$ cat src/rtl/cix32_mem_if.sv
// Unified byte-addressed memory port of the CIX-32 core with a ready handshake.
interface cix32_mem_if;
    logic [31:0] mem_addr;
    logic [31:0] mem_wdata;
    logic [31:0] mem_rdata;
    logic        mem_we;
    logic        mem_re;
    logic        mem_ready;

    modport master (output mem_addr, mem_wdata, mem_we, mem_re,
                    input  mem_rdata, mem_ready);
    modport slave  (input  mem_addr, mem_wdata, mem_we, mem_re,
                    output mem_rdata, mem_ready);
endinterface

$ cat src/rtl/cix32_core.sv
// CIX-32 multi-cycle x86-subset core: FETCH/DECODE/EXECUTE/MEMORY/WRITEBACK over one
// read-only memory port, with INC/DEC/MOV imm32/NOP/HLT and a #UD freeze on anything else.
module cix32_core #(
    parameter logic [31:0] RESET_PC    = 32'h0000_0000,
    parameter logic [31:0] RESET_FLAGS = 32'h0000_0002
) (
    input  logic               clk,
    input  logic               rst,
    cix32_mem_if.master        mem,
    output logic [31:0]        pc_out,
    output logic [31:0]        eax_out,
    output logic [31:0]        ebx_out,
    output logic [31:0]        ecx_out,
    output logic [31:0]        edx_out,
    output logic [31:0]        esp_out,
    output logic [31:0]        ebp_out,
    output logic [31:0]        esi_out,
    output logic [31:0]        edi_out,
    output logic [31:0]        flags_out,
    output logic               halted,
    output logic               exception
);
    localparam logic [2:0] S_FETCH     = 3'd0;
    localparam logic [2:0] S_DECODE    = 3'd1;
    localparam logic [2:0] S_EXECUTE   = 3'd2;
    localparam logic [2:0] S_MEMORY    = 3'd3;
    localparam logic [2:0] S_WRITEBACK = 3'd4;

    localparam logic [2:0] C_NOP = 3'd0;
    localparam logic [2:0] C_INC = 3'd1;
    localparam logic [2:0] C_DEC = 3'd2;
    localparam logic [2:0] C_MOV = 3'd3;
    localparam logic [2:0] C_HLT = 3'd4;
    localparam logic [2:0] C_ILL = 3'd5;

    logic [2:0]  pipeline_state;
    logic [2:0]  state_d;
    logic [7:0]  opcode;
    logic [7:0]  exception_vector;
    logic [31:0] pc_q;
    logic [31:0] flags_q;
    logic [31:0] result_q;
    logic        halted_q;
    logic [31:0] gpr_q [8];

    logic [2:0]  fetch_cls;
    logic [2:0]  cls;
    logic [31:0] operand;
    logic        frozen;

    function automatic logic [2:0] decode(input logic [7:0] opc);
        logic [2:0] c;
        casez (opc)
            8'b0100_0???: c = C_INC;
            8'b0100_1???: c = C_DEC;
            8'b1011_1???: c = C_MOV;
            8'h90:        c = C_NOP;
            8'hF4:        c = C_HLT;
            default:      c = C_ILL;
        endcase
        return c;
    endfunction

    // AF: with a +/-1 operand, a carry or borrow across bit 3 always flips bit 4.
    function automatic logic [31:0] incdec_flags(input logic [31:0] fl,
                                                 input logic [31:0] op,
                                                 input logic [31:0] res,
                                                 input logic        is_dec);
        logic [31:0] f;
        f     = fl;
        f[1]  = 1'b1;
        f[2]  = ~^res[7:0];
        f[4]  = op[4] ^ res[4];
        f[6]  = (res == 32'h0);
        f[7]  = res[31];
        f[11] = is_dec ? (op == 32'h8000_0000) : (op == 32'h7FFF_FFFF);
        return f;
    endfunction

    assign fetch_cls = decode(mem.mem_rdata[7:0]);
    assign cls       = decode(opcode);
    assign operand   = gpr_q[opcode[2:0]];
    assign exception = (exception_vector != 8'h00);
    assign halted    = halted_q;
    assign frozen    = halted_q | exception;

    always_ff @(posedge clk or posedge rst) begin
        if (rst) pipeline_state <= S_FETCH;
        else     pipeline_state <= state_d;
    end

    always_comb begin
        state_d = pipeline_state;
        if (!frozen) begin
            case (pipeline_state)
                S_FETCH:     state_d = S_DECODE;
                S_DECODE:    if (mem.mem_ready && fetch_cls != C_ILL) state_d = S_EXECUTE;
                S_EXECUTE:   state_d = S_MEMORY;
                S_MEMORY:    if (cls != C_MOV || mem.mem_ready) state_d = S_WRITEBACK;
                S_WRITEBACK: state_d = S_FETCH;
                default:     state_d = S_FETCH;
            endcase
        end
    end

    // A read stays asserted on the same address until the cycle memory reports ready.
    always_comb begin
        mem.mem_re    = 1'b0;
        mem.mem_addr  = 32'h0;
        mem.mem_we    = 1'b0;
        mem.mem_wdata = 32'h0;
        if (!rst && !frozen) begin
            case (pipeline_state)
                S_FETCH: begin
                    mem.mem_re   = 1'b1;
                    mem.mem_addr = pc_q;
                end
                S_DECODE: if (!mem.mem_ready) begin
                    mem.mem_re   = 1'b1;
                    mem.mem_addr = pc_q;
                end
                S_EXECUTE: if (cls == C_MOV) begin
                    mem.mem_re   = 1'b1;
                    mem.mem_addr = pc_q + 32'd1;
                end
                S_MEMORY: if (cls == C_MOV && !mem.mem_ready) begin
                    mem.mem_re   = 1'b1;
                    mem.mem_addr = pc_q + 32'd1;
                end
                default: ;
            endcase
        end
    end

    always_ff @(posedge clk or posedge rst) begin
        if (rst) begin
            pc_q             <= RESET_PC;
            flags_q          <= RESET_FLAGS;
            opcode           <= 8'h00;
            exception_vector <= 8'h00;
            result_q         <= 32'h0;
            halted_q         <= 1'b0;
            for (int i = 0; i < 8; i++) gpr_q[i] <= 32'h0;
        end else if (!frozen) begin
            case (pipeline_state)
                S_DECODE: if (mem.mem_ready) begin
                    opcode <= mem.mem_rdata[7:0];
                    if (fetch_cls == C_ILL) exception_vector <= 8'h06;
                end
                S_EXECUTE: begin
                    if (cls == C_INC) result_q <= operand + 32'd1;
                    if (cls == C_DEC) result_q <= operand - 32'd1;
                end
                S_MEMORY: if (cls == C_MOV && mem.mem_ready) result_q <= mem.mem_rdata;
                S_WRITEBACK: begin
                    if (cls == C_INC || cls == C_DEC || cls == C_MOV)
                        gpr_q[opcode[2:0]] <= result_q;
                    if (cls == C_INC || cls == C_DEC)
                        flags_q <= incdec_flags(flags_q, operand, result_q, cls == C_DEC);
                    pc_q <= pc_q + ((cls == C_MOV) ? 32'd5 : 32'd1);
                    if (cls == C_HLT) halted_q <= 1'b1;
                end
                default: ;
            endcase
        end
    end

    assign pc_out    = pc_q;
    assign flags_out = flags_q;
    assign eax_out   = gpr_q[0];
    assign ecx_out   = gpr_q[1];
    assign edx_out   = gpr_q[2];
    assign ebx_out   = gpr_q[3];
    assign esp_out   = gpr_q[4];
    assign ebp_out   = gpr_q[5];
    assign esi_out   = gpr_q[6];
    assign edi_out   = gpr_q[7];
endmodule

$ cat src/flat_wrapper.sv
// flat-port wrapper written by rule: the top's interface ports become plain ports
module cix32_core_flat 
#(
    parameter logic [31:0] RESET_PC    = 32'h0000_0000,
    parameter logic [31:0] RESET_FLAGS = 32'h0000_0002
)
  (clk, rst, pc_out, eax_out, ebx_out, ecx_out, edx_out, esp_out, ebp_out, esi_out, edi_out, flags_out, halted, exception, mem_mem_addr, mem_mem_wdata, mem_mem_we, mem_mem_re, mem_mem_rdata, mem_mem_ready);
  cix32_mem_if mem_i ();
  input  logic clk;
  input  logic rst;
  output logic [31:0] pc_out;
  output logic [31:0] eax_out;
  output logic [31:0] ebx_out;
  output logic [31:0] ecx_out;
  output logic [31:0] edx_out;
  output logic [31:0] esp_out;
  output logic [31:0] ebp_out;
  output logic [31:0] esi_out;
  output logic [31:0] edi_out;
  output logic [31:0] flags_out;
  output logic halted;
  output logic exception;
  output wire logic [$bits(mem_i.mem_addr)-1:0] mem_mem_addr;
  output wire logic [$bits(mem_i.mem_wdata)-1:0] mem_mem_wdata;
  output wire logic [$bits(mem_i.mem_we)-1:0] mem_mem_we;
  output wire logic [$bits(mem_i.mem_re)-1:0] mem_mem_re;
  input wire logic [$bits(mem_i.mem_rdata)-1:0] mem_mem_rdata;
  input wire logic [$bits(mem_i.mem_ready)-1:0] mem_mem_ready;
  assign mem_mem_addr = mem_i.mem_addr;
  assign mem_mem_wdata = mem_i.mem_wdata;
  assign mem_mem_we = mem_i.mem_we;
  assign mem_mem_re = mem_i.mem_re;
  assign mem_i.mem_rdata = mem_mem_rdata;
  assign mem_i.mem_ready = mem_mem_ready;
  cix32_core #(.RESET_PC(RESET_PC), .RESET_FLAGS(RESET_FLAGS)) u_core (.clk(clk), .rst(rst), .mem(mem_i), .pc_out(pc_out), .eax_out(eax_out), .ebx_out(ebx_out), .ecx_out(ecx_out), .edx_out(edx_out), .esp_out(esp_out), .ebp_out(ebp_out), .esi_out(esi_out), .edi_out(edi_out), .flags_out(flags_out), .halted(halted), .exception(exception));
endmodule
$ cat config.mk
export PLATFORM = sky130hd
export DESIGN_NAME = cix32_core_flat
export DESIGN_NICKNAME = d
export VERILOG_FILES = /design/src/rtl/cix32_mem_if.sv /design/src/rtl/cix32_core.sv /design/src/flat_wrapper.sv
export SDC_FILE = /design/constraint.sdc
export NUM_CORES = 1
export LEC_CHECK = 0
export CAP_MARGIN = 15
export CORE_MARGIN = 4
export CORE_UTILIZATION = 50
export CTS_BUF_LIST = sky130_fd_sc_hd__clkbuf_2 sky130_fd_sc_hd__clkbuf_4 sky130_fd_sc_hd__clkbuf_8
export CTS_CLUSTER_DIAMETER = 50
export CTS_CLUSTER_SIZE = 10
export DETAILED_ROUTE_END_ITERATION = 10
export PLACE_DENSITY = 0.8
export SLEW_MARGIN = 20
export SYNTH_ARGS = -nofsm -noshare
export SYNTH_HDL_FRONTEND = slang
export SYNTH_SLANG_ARGS = --single-unit
$ cat constraint.sdc
create_clock -name clk -period 16.32 [get_ports clk]
set_input_delay 2.448 -clock clk [delete_from_list [all_inputs] [get_ports clk]]
set_output_delay 2.448 -clock clk [all_outputs]
set_load 0.1 [all_outputs]
==> flow_metrics.py <==
metrics = {
    "critical_path": {
        "end_kind": "output port",
        "cp.arrival_ns": 5.57,
        "path_max_fanout": 28,
        "critical_path_class": "in -> out",
        "crit_top_cell": "clkdlybuf4s50_1",
        "critPathMaxStageDelay_ns": 1.18,
        "crit_path_start_kind": "input pin",
        "critPathSlowestCell": "clkdlybuf4s50_1",
        "crit_chain": "clkdlybuf4s50_1, nor2_1, nand2_1, a21o_1, a211oi_1, clkdlybuf4s50_1",
        "critical_path_buf_inv_count": 2,
        "required_ns": 13.87,
        "cp_top_family": "buffers and inverters",
    },
    "sta": {
        "rsz0062_at_grt": "false",
        "hold_slack_ns": 0.489,
        "finalMaxSlewViolations": 0,
        "timing.fmax_mhz": 125,
        "fin_crit_ns": 8.01,
        "finalHoldViolCount": 0,
        "skew_ns": 0.0252,
        "worst_pin_slew_ns": 1.20,
        "setup_violations": 0,
        "finalCritPeriodShare_pct": 49.1,
        "relSlewSlack_pct": 19.9,
        "setup_tns_ns": 0,
    },
    "route": {
        "vias_per_cell": 6.10,
        "num_vias": 15400,
        "first_pass_iters": 5,
        "ant_nets": 0,
        "drt_iter0_markers": 1110,
        "wire_per_inst_um": 24.4,
        "totalWireLength_um": 61700,
        "drcViolationCount": 0,
    },
    "pwr": {
        "p_per_area_mw_per_mm2": 106,
        "power_switching_w": 0.000931,
        "ir_drop_mv": 0.0727,
        "p_clk_share_pct": 25.7,
        "pwr-share-comb_pct": 36.4,
        "p_int_w": 0.00142,
        "p_sw_share_pct": 39.6,
        "leakagePower_nw": 10.2,
        "pwr-share-seq_pct": 37.8,
    },
    "place": {
        "place_congestion": 0.940,
        "dp_hpwl_um": 43600,
        "io_buffer_count": 362,
    },
    "logic_synthesis": {
        "synth_area_per_cell_um2": 10.2,
        "synthFlopType": "dfrtp_1",
        "synth_area_mm2": 0.0177,
        "syn_inst": 1743,
        "ys_seq_area_share_pct": 47.8,
        "synth_edf_count": 0,
        "ys_types": 70,
        "yosys_warnings": 0,
        "synth-seq-cells": 338,
        "async_reset_ff_share_pct": 100,
    },
    "finish": {
        "final.fill_count": 2799,
        "layout_commonest_cell": "clkdlybuf4s50_1",
        "final_nets": 2129,
        "syn_to_final_growth_pct": 25.6,
        "layout_common_cells": "362 x clkdlybuf4s50_1, 338 x dfrtp_1, 203 x mux2_2",
        "drive_gt1_share_pct": 15.3,
    },
    "grt": {
        "grt_max_degree": 131,
        "grt_pass1_wl_um": 92400,
        "antenna_found_initial": 5,
        "grt_usage_pct": 30.6,
        "overflow": 0,
        "first_global_vias": 15200,
    },
    "hold_path": {
        "worstHoldPathType": "reg -> reg",
    },
    "floorplanning": {
        "die-area_mm2": 0.0385,
        "die_w_um": 196,
        "core_mm2": 0.0347,
        "die_h_um": 196,
        "initial_core_util_pct": 51.0,
        "io_pins": 423,
        "placementRows": 68,
    },
    "clocking": {
        "cts_buffer_depth": 3,
        "cts_resized": 0,
        "cts_max_level": 2,
        "cts_setup_buffers": 0,
        "cts_buffers": 44,
        "cts_tree": "built",
        "clockRootBuffer": "clkbuf_8",
        "cts-hold-fix-buffers": 0,
        "clock_latency_ns": 0.56,
        "numClockSinks": 338,
        "clk_pin_slew_ns": 0.08,
    },
    "outcome": {
        "status": "finished clean",
    },
    "job": {
        "drv_cap": 0,
    },
}
[worst paths after layout]
| kind | start | to | slack [ns] | cells past startpoint |
|---|---|---|---|---|
| worst max register to register | u_core.opcode[0] | u_core.result_q[28] | 10.58 | 15 |
| worst max-delay path | rst | mem_mem_addr[12] | 8.31 | 6 |
| min in group asynchronous | rst | u_core.pc_out[0] | 2.47 | 2 |
| worst min register to register | u_core.flags_out[6] | u_core.flags_out[6] | 0.49 | 2 |
| max in group asynchronous | rst | u_core.edx_out[9] | 11.52 | 4 |
| worst min-delay path | u_core.flags_out[6] | u_core.flags_out[6] | 0.49 | 2 |
[per-layer routing]
metal	share of wire, %	global-route usage, %	vias to the layer above
met3	9.9	8.23	154
met2	48	50.5	820
met4	3.9	11.1	6
li1	-	-	6852
met5	0.063	0	-
met1	39	39.0	7590
[cell families (layout without fill, tap and decap cells)]
family	after synthesis	in the layout	share of synthesized area [%]
simple gates	472	472	12.3
other cells	2	63	0.0424
mux	220	220	14.1
xor+xnor	58	58	2.87
buf+inv	206	477	5.74
flops	338	338	47.8
compound gates	410	410	14.5
fa+ha+maj	37	37	2.65
[final cells by class]
cell class              count  area (µm²)  share of cell area [%]
diodes                      3        7.51                  0.0338
clock buffers              51         677                    3.04
clock inverters             9        95.1                   0.428
inverters                  26         105                   0.473
multi-input cells        1257        8480                    38.1
flip-flops and latches    338        8460                    38.0
well taps                 455         569                    2.56
repair buffers            391        3840                    17.3
[cell usage after synthesis (all sizes together) (3+ instances only)]
master	n	area, µm²
dfrtp	338	8460
mux2	204	2300
nand2	170	638
o21ai	126	646
nor2	111	417
buf	98	612
o22ai	87	544
clkbuf	82	308
a21oi	68	340
nor3	41	205
nand3	37	185
ha	35	438
xor2	34	298
nor4	28	175
and3	26	163
xnor2	24	210
a21o	21	158
a31oi	20	125
inv	20	75.1
o221ai	15	131
a311oi	14	123
nand4	14	87.6
mux2i	13	130
o22a	13	114
a211oi	12	90.1
nor2b	10	62.6
nand2b	9	56.3
and2	7	43.8
clkinv	6	22.5
or2	5	31.3
o21bai	4	30.0
or3	4	25.0
a211o	3	26.3
mux4	3	67.6
nand4b	3	26.3
o211ai	3	22.5
or4	3	22.5
[tightest hold or removal path, cell delays in order (launching register included)]
cell	delay (ns)
dfrtp_1	0.35
nand2_1	0.04
o21ai_0	0.06
[power groups by stage]
stage | logic (W) | clock network [W] | registers, W
2_1_floorplan | 0.000629 | 0 | 0.000893
3_3_place_gp | 0.000824 | 0 | 0.000902
3_5_place_dp | 0.000833 | 0 | 0.000903
4_1_cts | 0.000840 | 0.000611 | 0.000887
5_1_grt | 0.000922 | 0.000645 | 0.000891
6_report | 0.000856 | 0.000604 | 0.000889
[sequential cells by signal, indices dropped and copies added (netlist names)]
| signal | flops |
|---|---|
| u_core.edx_out | 32 |
| u_core.halted | 1 |
| u_core.edi_out | 32 |
| u_core.ecx_out | 32 |
| u_core.exception_vector | 1 |
| u_core.flags_out | 5 |
| u_core.opcode | 8 |
| u_core.esi_out | 32 |
| u_core.ebx_out | 32 |
| u_core.result_q | 32 |
| u_core.pc_out | 32 |
| u_core.eax_out | 32 |
| u_core.esp_out | 32 |
| u_core.ebp_out | 32 |
| u_core.pipeline_state | 3 |
[through the flow]
step                total power, W  utilization (%)  std cells  area (µm²)  setup WS [ns]
floorplan                  0.00152                -       1801       17900           4.51
global placement           0.00173             61.8       2467       21500           8.32
detailed placement         0.00174             61.8       2467       21500           8.33
CTS                        0.00234             64.0       2527       22200           8.31
global route               0.00246             64.0       2528       22200           8.15
finish                     0.00235             64.1       2530       22200           8.31
Power figures use the tool's default switching activity.
